## config.mk

```make
export PLATFORM = sky130hd
export DESIGN_NAME = mem_port_arbiter_flat
export DESIGN_NICKNAME = d
export VERILOG_FILES = /design/src/rtl/mem_port_arbiter_if.sv /design/src/rtl/mem_port_arbiter.sv /design/src/flat_wrapper.sv
export SDC_FILE = /design/constraint.sdc
export NUM_CORES = 1
export LEC_CHECK = 0
export ABC_AREA = 0
export CELL_PAD_IN_SITES_DETAIL_PLACEMENT = 1
export CELL_PAD_IN_SITES_GLOBAL_PLACEMENT = 2
export CORE_MARGIN = 2
export CORE_UTILIZATION = 20
export DETAILED_ROUTE_END_ITERATION = 8
export PLACE_DENSITY_LB_ADDON = 0.12
export SYNTH_ARGS = -nofsm -noshare
export SYNTH_HDL_FRONTEND = slang
export SYNTH_SLANG_ARGS = --single-unit
```

## constraint.sdc

```tcl
create_clock -name clk -period 1.28 [get_ports clk]
set_input_delay 0.128 -clock clk [delete_from_list [all_inputs] [get_ports clk]]
set_output_delay 0.128 -clock clk [all_outputs]
set_load 0.02 [all_outputs]
```

## src/rtl/mem_port_arbiter_if.sv

```systemverilog
// Bus bundle for mem_port_arbiter: fetch port, load/store port, memory port and status.
// slave = arbiter side, master = requesters plus memory side.
interface mem_port_arbiter_if;
  logic        f_req;
  logic [7:0]  f_addr;
  logic        f_ack;
  logic [19:0] f_rdata;
  logic        d_req;
  logic        d_we;
  logic [7:0]  d_addr;
  logic [7:0]  d_wdata;
  logic        d_ack;
  logic [19:0] d_rdata;
  logic        d_err;
  logic [7:0]  mem_addr;
  logic        mem_w;
  logic [7:0]  mem_in;
  logic [19:0] mem_out;
  logic        busy;
  logic        grant;

  modport slave (
    input  f_req, f_addr, d_req, d_we, d_addr, d_wdata, mem_out,
    output f_ack, f_rdata, d_ack, d_rdata, d_err, mem_addr, mem_w, mem_in, busy, grant
  );

  modport master (
    output f_req, f_addr, d_req, d_we, d_addr, d_wdata, mem_out,
    input  f_ack, f_rdata, d_ack, d_rdata, d_err, mem_addr, mem_w, mem_in, busy, grant
  );
endinterface

```

## src/rtl/mem_port_arbiter.sv

```systemverilog
// Fetch/load-store arbiter and IDLE->ACCESS->DONE sequencer for the 20-bit program/data memory.
// Optional feature macro: MEM_ARB_RR_EN (round-robin tie break; default is data-over-fetch priority).
module mem_port_arbiter #(
  parameter int MEM_DEPTH = 201
) (
  input  logic                  clk,
  input  logic                  rst,
  mem_port_arbiter_if.slave     bus
);

  localparam logic [8:0] DEPTH_LIM = 9'(MEM_DEPTH);

  typedef enum logic [1:0] {
    IDLE   = 2'd0,
    ACCESS = 2'd1,
    DONE   = 2'd2
  } state_t;

  state_t      state_r;
  logic [7:0]  addr_r;
  logic [7:0]  wdata_r;
  logic        we_r;
  logic        range_err_r;
  logic        grant_r;
  logic [19:0] f_rdata_r;
  logic [19:0] d_rdata_r;
`ifdef MEM_ARB_RR_EN
  logic        last_grant_r;
`endif

  logic        pick_data_s;
  logic [7:0]  sel_addr_s;
  logic        sel_err_s;

  // Winner selection and the winner's address/range check.
  always_comb begin
    pick_data_s = 1'b0;
`ifdef MEM_ARB_RR_EN
    if (bus.d_req && (!bus.f_req || !last_grant_r)) begin
      pick_data_s = 1'b1;
    end else begin
      pick_data_s = 1'b0;
    end
`else
    if (bus.d_req) begin
      pick_data_s = 1'b1;
    end else begin
      pick_data_s = 1'b0;
    end
`endif
    sel_addr_s = pick_data_s ? bus.d_addr : bus.f_addr;
    sel_err_s  = ({1'b0, sel_addr_s} >= DEPTH_LIM);
  end

  // Access sequencer: latch winner in IDLE, capture read data in ACCESS, ack in DONE.
  always_ff @(posedge clk) begin
    if (rst) begin
      state_r      <= IDLE;
      addr_r       <= 8'h00;
      wdata_r      <= 8'h00;
      we_r         <= 1'b0;
      range_err_r  <= 1'b0;
      grant_r      <= 1'b0;
      f_rdata_r    <= 20'h00000;
      d_rdata_r    <= 20'h00000;
`ifdef MEM_ARB_RR_EN
      last_grant_r <= 1'b0;
`endif
    end else begin
      case (state_r)
        IDLE: begin
          if (bus.f_req || bus.d_req) begin
            addr_r       <= sel_addr_s;
            we_r         <= pick_data_s & bus.d_we;
            wdata_r      <= pick_data_s ? bus.d_wdata : 8'h00;
            grant_r      <= pick_data_s;
            range_err_r  <= sel_err_s;
`ifdef MEM_ARB_RR_EN
            last_grant_r <= pick_data_s;
`endif
            state_r      <= ACCESS;
          end else begin
            state_r      <= IDLE;
          end
        end
        ACCESS: begin
          // Out-of-range accesses return zero rather than whatever the memory drives.
          if (grant_r) begin
            d_rdata_r <= range_err_r ? 20'h00000 : bus.mem_out;
          end else begin
            f_rdata_r <= range_err_r ? 20'h00000 : bus.mem_out;
          end
          state_r <= DONE;
        end
        DONE: begin
          state_r <= IDLE;
        end
        default: begin
          state_r <= IDLE;
        end
      endcase
    end
  end

  // Acks decode the state register so they still appear if reset lands in DONE.
  assign bus.f_ack    = (state_r == DONE) & ~grant_r;
  assign bus.d_ack    = (state_r == DONE) & grant_r;
  assign bus.d_err    = (state_r == DONE) & grant_r & range_err_r;
  assign bus.f_rdata  = f_rdata_r;
  assign bus.d_rdata  = d_rdata_r;
  assign bus.mem_addr = addr_r;
  assign bus.mem_in   = wdata_r;
  assign bus.mem_w    = (state_r == ACCESS) & we_r & ~range_err_r & ~rst;
  assign bus.busy     = (state_r == ACCESS) | (state_r == DONE);
  assign bus.grant    = grant_r;

endmodule
```

## src/flat_wrapper.sv

```systemverilog
// flat-port wrapper written by rule: the top's interface ports become plain ports
module mem_port_arbiter_flat 
#(
  parameter int MEM_DEPTH = 201
)
  (clk, rst, bus_f_req, bus_f_addr, bus_d_req, bus_d_we, bus_d_addr, bus_d_wdata, bus_mem_out, bus_f_ack, bus_f_rdata, bus_d_ack, bus_d_rdata, bus_d_err, bus_mem_addr, bus_mem_w, bus_mem_in, bus_busy, bus_grant);
  mem_port_arbiter_if bus_i ();
  input  logic clk;
  input  logic rst;
  input wire logic [$bits(bus_i.f_req)-1:0] bus_f_req;
  input wire logic [$bits(bus_i.f_addr)-1:0] bus_f_addr;
  input wire logic [$bits(bus_i.d_req)-1:0] bus_d_req;
  input wire logic [$bits(bus_i.d_we)-1:0] bus_d_we;
  input wire logic [$bits(bus_i.d_addr)-1:0] bus_d_addr;
  input wire logic [$bits(bus_i.d_wdata)-1:0] bus_d_wdata;
  input wire logic [$bits(bus_i.mem_out)-1:0] bus_mem_out;
  output wire logic [$bits(bus_i.f_ack)-1:0] bus_f_ack;
  output wire logic [$bits(bus_i.f_rdata)-1:0] bus_f_rdata;
  output wire logic [$bits(bus_i.d_ack)-1:0] bus_d_ack;
  output wire logic [$bits(bus_i.d_rdata)-1:0] bus_d_rdata;
  output wire logic [$bits(bus_i.d_err)-1:0] bus_d_err;
  output wire logic [$bits(bus_i.mem_addr)-1:0] bus_mem_addr;
  output wire logic [$bits(bus_i.mem_w)-1:0] bus_mem_w;
  output wire logic [$bits(bus_i.mem_in)-1:0] bus_mem_in;
  output wire logic [$bits(bus_i.busy)-1:0] bus_busy;
  output wire logic [$bits(bus_i.grant)-1:0] bus_grant;
  assign bus_i.f_req = bus_f_req;
  assign bus_i.f_addr = bus_f_addr;
  assign bus_i.d_req = bus_d_req;
  assign bus_i.d_we = bus_d_we;
  assign bus_i.d_addr = bus_d_addr;
  assign bus_i.d_wdata = bus_d_wdata;
  assign bus_i.mem_out = bus_mem_out;
  assign bus_f_ack = bus_i.f_ack;
  assign bus_f_rdata = bus_i.f_rdata;
  assign bus_d_ack = bus_i.d_ack;
  assign bus_d_rdata = bus_i.d_rdata;
  assign bus_d_err = bus_i.d_err;
  assign bus_mem_addr = bus_i.mem_addr;
  assign bus_mem_w = bus_i.mem_w;
  assign bus_mem_in = bus_i.mem_in;
  assign bus_busy = bus_i.busy;
  assign bus_grant = bus_i.grant;
  mem_port_arbiter #(.MEM_DEPTH(MEM_DEPTH)) u_core (.clk(clk), .rst(rst), .bus(bus_i));
endmodule
```

==> results of run 1 <==
==> what timing repair did <==
| item | in CTS | in global routing |
|---|---|---|
| setup endpoints to repair | 95 | 35 |
| buffers inserted | 0 | 6 |
| resized for setup | 109 | 29 |
| gates cloned | 2 | 3 |
| pin swaps | 3 | 11 |
| endpoints found under the hold margin | 0 | 0 |
==> per-stage QoR <==
stage / setup slack, ns / power, uW / util
after global routing: -0.176 / 5850 / 0.368
after global placement: -0.409 / 3110 / 0.321
after CTS: -0.142 / 5550 / 0.347
final: -0.128 / 5570 / 0.368
after detailed placement: -0.538 / 3120 / 0.321
after floorplan: 0.0397 / 2580 / -
==> worst min-delay path by stage <==
stage,slack (ns),startpoint,endpoint,cells past startpoint
6_report,0.35,bus_d_req,u_core.bus.grant,4
5_1_grt,0.37,bus_d_req,u_core.bus.grant,4
4_1_cts,0.37,bus_d_wdata[7],u_core.bus.mem_in[7],3
3_5_place_dp,0.45,u_core.bus.mem_in[2],u_core.bus.mem_in[2],2
3_3_place_gp,0.44,u_core.bus.mem_in[2],u_core.bus.mem_in[2],2
2_1_floorplan,0.29,bus_d_wdata[0],u_core.bus.mem_in[0],2
==> kinds of logic (layout without fill, tap and decap cells) <==
| group | Yosys count | count (layout) | synth area share |
|---|---|---|---|
| fa+ha+maj | 4 | 4 | 0.0203 |
| compound gates | 62 | 63 | 0.140 |
| flops | 61 | 61 | 0.494 |
| mux | 8 | 8 | 0.0324 |
| simple gates | 143 | 144 | 0.258 |
| buf+inv | 26 | 160 | 0.0547 |
==> sequential cells by signal (all words and copies together), names as in the netlist <==
| signal | cells |
|---|---|
| u_core.bus.mem_addr | 8 |
| u_core.bus.grant | 1 |
| u_core.we_r | 1 |
| u_core.state_r | 2 |
| u_core.range_err_r | 1 |
| u_core.bus.mem_in | 8 |
| u_core.bus.f_rdata | 20 |
| u_core.bus.d_rdata | 20 |
==> power breakdown <==
group	total, uW	internal [uW]	switching (uW)
sequential	2080	2010	64.6
combinational	1100	540	558
clock	2390	1550	839
==> per-layer routing <==
| layer | wire length [um] | up-vias | global-route usage |
|---|---|---|---|
| li1 | - | 1269 | - |
| met1 | 4100 | 1148 | 0.161 |
| met2 | 4070 | 74 | 0.216 |
| met3 | 606 | 9 | 0.0485 |
| met4 | 123 | 0 | 0.0498 |
| met5 | 0 | - | 0 |
==> synthesized netlist by cell type <==
cell type  instances  share of area
nand2_1           92           0.14
dfxtp_1           61           0.49
a21oi_1           50           0.10
nor2b_1           23          0.058
clkbuf_1          11          0.017
nand3_1            9          0.018
nor2_1             9          0.014
a211oi_1           8          0.024
buf_2              8          0.016
mux2i_1            8          0.032
ha_1               4          0.020
inv_1              3         0.0046
and2_1             2         0.0051
nor4_1             2         0.0051
a32o_1             1         0.0041
and3_1             1         0.0025
buf_1              1         0.0015
buf_12             1         0.0081
buf_4              1         0.0030
buf_6              1         0.0046
nand2b_1           1         0.0025
nor3_1             1         0.0020
nor3b_1            1         0.0030
nor4b_1            1         0.0035
nor4bb_1           1         0.0041
o21a_2             1         0.0035
o21ai_2            1         0.0035
o32ai_1            1         0.0035
==> worst max-delay path: stages (launching register included) <==
cell     delay (ns)
dfxtp_4        0.35
buf_6          0.12
inv_6          0.06
ha_4           0.14
and3_4         0.17
buf_6          0.11
==> layout make-up <==
type	instances	area, sq um
multi-input cells	219	1310
flip-flops and latches	61	1230
fillers	1414	7600
repair buffers	141	1380
well taps	147	184
clock buffers	12	246
inverters	3	16.3
clock inverters	4	47.5
==> impl_metrics.tcl, run 1 <==
set metrics [dict create \
    status "finished, violations left" \
    violations "setup timing" \
    dpl-instance-area_sq_um 3850 \
    leakagePower_uw 0.00187 \
    drv_slew 0 \
    cp-endpoint "bus_d_err" \
    clk_latency_ns 0.32 \
    ys_types 28 \
    syn-num-nets 357 \
    area_growth_pct 78.7 \
    rsz0062_at_grt "yes" \
    ys_seq_area_frac 0.494 \
    min_path_type "primary input to register" \
    io_buffers 110 \
    worstSetupEndpointType "primary output" \
    h-tree-depth 3 \
    cts_buffer_depth 2 \
    wl_um 8900 \
    whs_ns 0.349 \
    regToRegStartpoint "u_core.state_r[1]" \
    critPathKind "register to primary output" \
    die_w_um 115 \
    grt_pass1_wl_um 13400 \
    antenna_found_initial 0 \
    gr-total-overflow 0 \
    r2r-end "u_core.bus.d_rdata[3]" \
    dp_cells 560 \
    rows 40 \
    vias 2500 \
    drive_above_1_share 0.195 \
    relSlewSlack 0.702 \
    drt_first_iter_violations 59 \
    ant_nets 0 \
    syn_inst 304 \
    cp-startpoint "u_core.state_r[0]" \
    finalNetCount 488 \
    via_per_inst 4.26 \
    cts_inserted_buffers 9 \
    hpwl_um 5810 \
    yosysWarnings 0 \
    cp_max_fo 3 \
    start_util 0.206 \
    drc 0 \
    firstDrtPassIters 4 \
    die-area_sq_um 13300 \
    finalSetupTns_ns -1.87 \
    fmax_mhz 710 \
    final_area_sq_um 4410 \
    root_buffer "clkbuf_16" \
    cp_data_arrival_time_ns 1.28 \
    finalCritPeriodShare 1.10 \
    path_clk_slew_ns 0.05 \
    finalSetupViolations 25 \
    tightest_slew_ns 0.447 \
    track_usage 0.133 \
    hold_violations 0 \
    pin_count 111 \
    cp.required_ns 1.15 \
    first_global_vias 2595 \
    powerDensity_nw_per_um2 1260 \
    routedWlPerCell_um 15.2 \
    cts_hold_buf 0 \
    final_cell_count_no_fill 587 \
    syn_avg_cell_area_sq_um 8.12 \
    final_cell_mix "nand2_1 (92), dfxtp_1 (58), dlygate4sd2_1 (56)" \
    final_common_cell "nand2_1" \
    core_sq_um 12000 \
    clkSinkCount 61 \
    cts_tree "done" \
    diodes 0 \
    syn_area_sq_um 2470 \
    place_congestion 0.719 \
    final.setup.worst_slack_ns -0.128 \
    clock_skew_ns 0.00499 \
    ir_drop_mv 0.433 \
    cap_viol_max_count 0 \
    timing.final.crit_period_ns 1.41 \
    r2r_cells 7 \
    synth_seq_cells 61 \
    worstSetupStartpointType "register" \
    die_h_um 115 \
    grt_start_max_net_pins 38 \
    ff2ff_setup_slack_ns -0.10 \
]
(Power assumes the default switching activity.)
==> run 2: changes to the inputs <==
Settings changed: MAX_ROUTING_LAYER set to met4.
==> impl_metrics.tcl, run 2 (synthesis gave the netlist of run 1 again) <==
set metrics [dict create \
    firstDrtPassIters 4 \
    clk_latency_ns 0.32 \
    fmax_mhz 708 \
    drt_first_iter_violations 62 \
    r2r_cells 7 \
    powerDensity_nw_per_um2 1260 \
    clkSinkCount 61 \
    finalCritPeriodShare 1.10 \
    regToRegStartpoint "u_core.state_r[1]" \
    multi_input_comb_area_sq_um 1310 \
    whs_ns 0.344 \
    start_util 0.206 \
    path_clk_slew_ns 0.05 \
    power_uw 5570 \
    cp_data_arrival_time_ns 1.28 \
    ir_drop_mv 0.433 \
    tightest_slew_ns 0.456 \
    first_global_vias 2606 \
    cp-startpoint "u_core.state_r[0]" \
    routedWlPerCell_um 15.2 \
    timing.final.crit_period_ns 1.41 \
    drive_above_1_share 0.195 \
    h-tree-depth 3 \
    preCtsSetupSlack_ns -0.538 \
    die-area_sq_um 13300 \
    final_cell_mix "nand2_1 (92), dfxtp_1 (58), dlygate4sd2_1 (56)" \
    pwr-share-seq 0.373 \
    status "finished, violations left" \
    cap_viol_max_count 0 \
    switching_power_uw 1460 \
    cp_max_fo 3 \
    via_per_inst 4.25 \
    seqCellArea_sq_um 1230 \
    cts_buffer_depth 2 \
    nFillCells 1414 \
    combinationalPowerShare 0.197 \
    area_growth_pct 78.7 \
    swShare 0.263 \
    whs_path_depth 4 \
    vias 2493 \
    rsz0062_at_grt "yes" \
    gr-total-overflow 0 \
    clock_skew_ns 0.00494 \
    die_w_um 115 \
    r2r-end "u_core.bus.d_rdata[19]" \
    finalNetCount 488 \
    finalSetupTns_ns -1.88 \
    p_int_uw 4100 \
    worstSetupEndpointType "primary output" \
    final_common_cell "nand2_1" \
    final.setup.worst_slack_ns -0.132 \
    diodes 0 \
    drv_slew 0 \
    root_buffer "clkbuf_16" \
    rows 40 \
    hold_violations 0 \
    antenna_found_initial 0 \
    finalSetupViolations 25 \
    grt_start_max_net_pins 38 \
    core_sq_um 12000 \
    grt_pass1_wl_um 13400 \
    track_usage 0.137 \
    cts_inserted_buffers 9 \
    die_h_um 115 \
    relSlewSlack 0.696 \
    drc 0 \
    pin_count 111 \
    p_clk_frac 0.430 \
    wl_um 8930 \
    worstSetupStartpointType "register" \
    min_path_type "primary input to register" \
    ant_nets 0 \
    critPathKind "register to primary output" \
    cts_hold_buf 0 \
    cts_tree "done" \
    cp.required_ns 1.15 \
    leakagePower_uw 0.00187 \
    cp-endpoint "bus_d_err" \
    place_congestion 0.727 \
    violations "setup timing" \
    hpwl_um 5810 \
    io_buffers 110 \
    ff2ff_setup_slack_ns -0.10 \
]
run 2: power groups by stage:
stage	combinational (uW)	sequential, uW	clock (uW)
after floorplan	357	2230	0
after global placement	998	2110	0
after detailed placement	1000	2120	0
after CTS	991	2080	2480
after global routing	1190	2090	2570
final	1100	2080	2390
run 2: area by class of cell:
cell class,count,share of cell area
clock buffers,12,0.0558
clock inverters,4,0.0108
inverters,3,0.00368
multi-input cells,219,0.296
flip-flops and latches,61,0.279
well taps,147,0.0417
repair buffers,141,0.313
run 2: worst min path at each step:
stage                         startpoint              endpoint  slack [ns]
CTS                       bus_d_wdata[7]  u_core.bus.mem_in[7]        0.37
global placement    u_core.bus.mem_in[2]  u_core.bus.mem_in[2]        0.44
global route                   bus_d_req      u_core.bus.grant        0.37
finish                         bus_d_req      u_core.bus.grant        0.34
floorplan                 bus_d_wdata[0]  u_core.bus.mem_in[0]        0.29
detailed placement  u_core.bus.mem_in[2]  u_core.bus.mem_in[2]        0.45
run 2: metrics by stage:
step / instance area (sq um) / util / cells
finish: 4410 / 0.368 / 587
global route: 4410 / 0.368 / 587
CTS: 4170 / 0.347 / 578
detailed placement: 3850 / 0.321 / 560
global placement: 3850 / 0.321 / 560
floorplan: 2480 / - / 304
run 2: critical path: stages, from the launching register on:
cell and delay [ns]:
dfxtp_4 0.35, buf_6 0.12, inv_6 0.06, ha_4 0.14, and3_4 0.17, buf_6 0.11
run 2: metal layers:
metal,routed length (um),vias to the layer above,part of all wire,track usage
met5,0,-,0,-
met2,4060,71,0.45,0.215
met1,4230,1146,0.47,0.166
met4,123,0,0.014,0.0498
met3,513,9,0.057,0.0416
li1,-,1267,-,-
run 2: timing repair:
item	CTS	global route
gates resized for setup	109	29
gates cloned	2	3
endpoints found under the hold margin	0	0
buffers inserted	0	6
pin swaps	3	11
endpoints found under the setup margin	95	35
==> run 3: changes to the inputs <==
Settings changed: SLEW_MARGIN set to 20.
==> results of run 3 <==
Same layout as run 2: the final DEF is identical, and so are final timing and power.
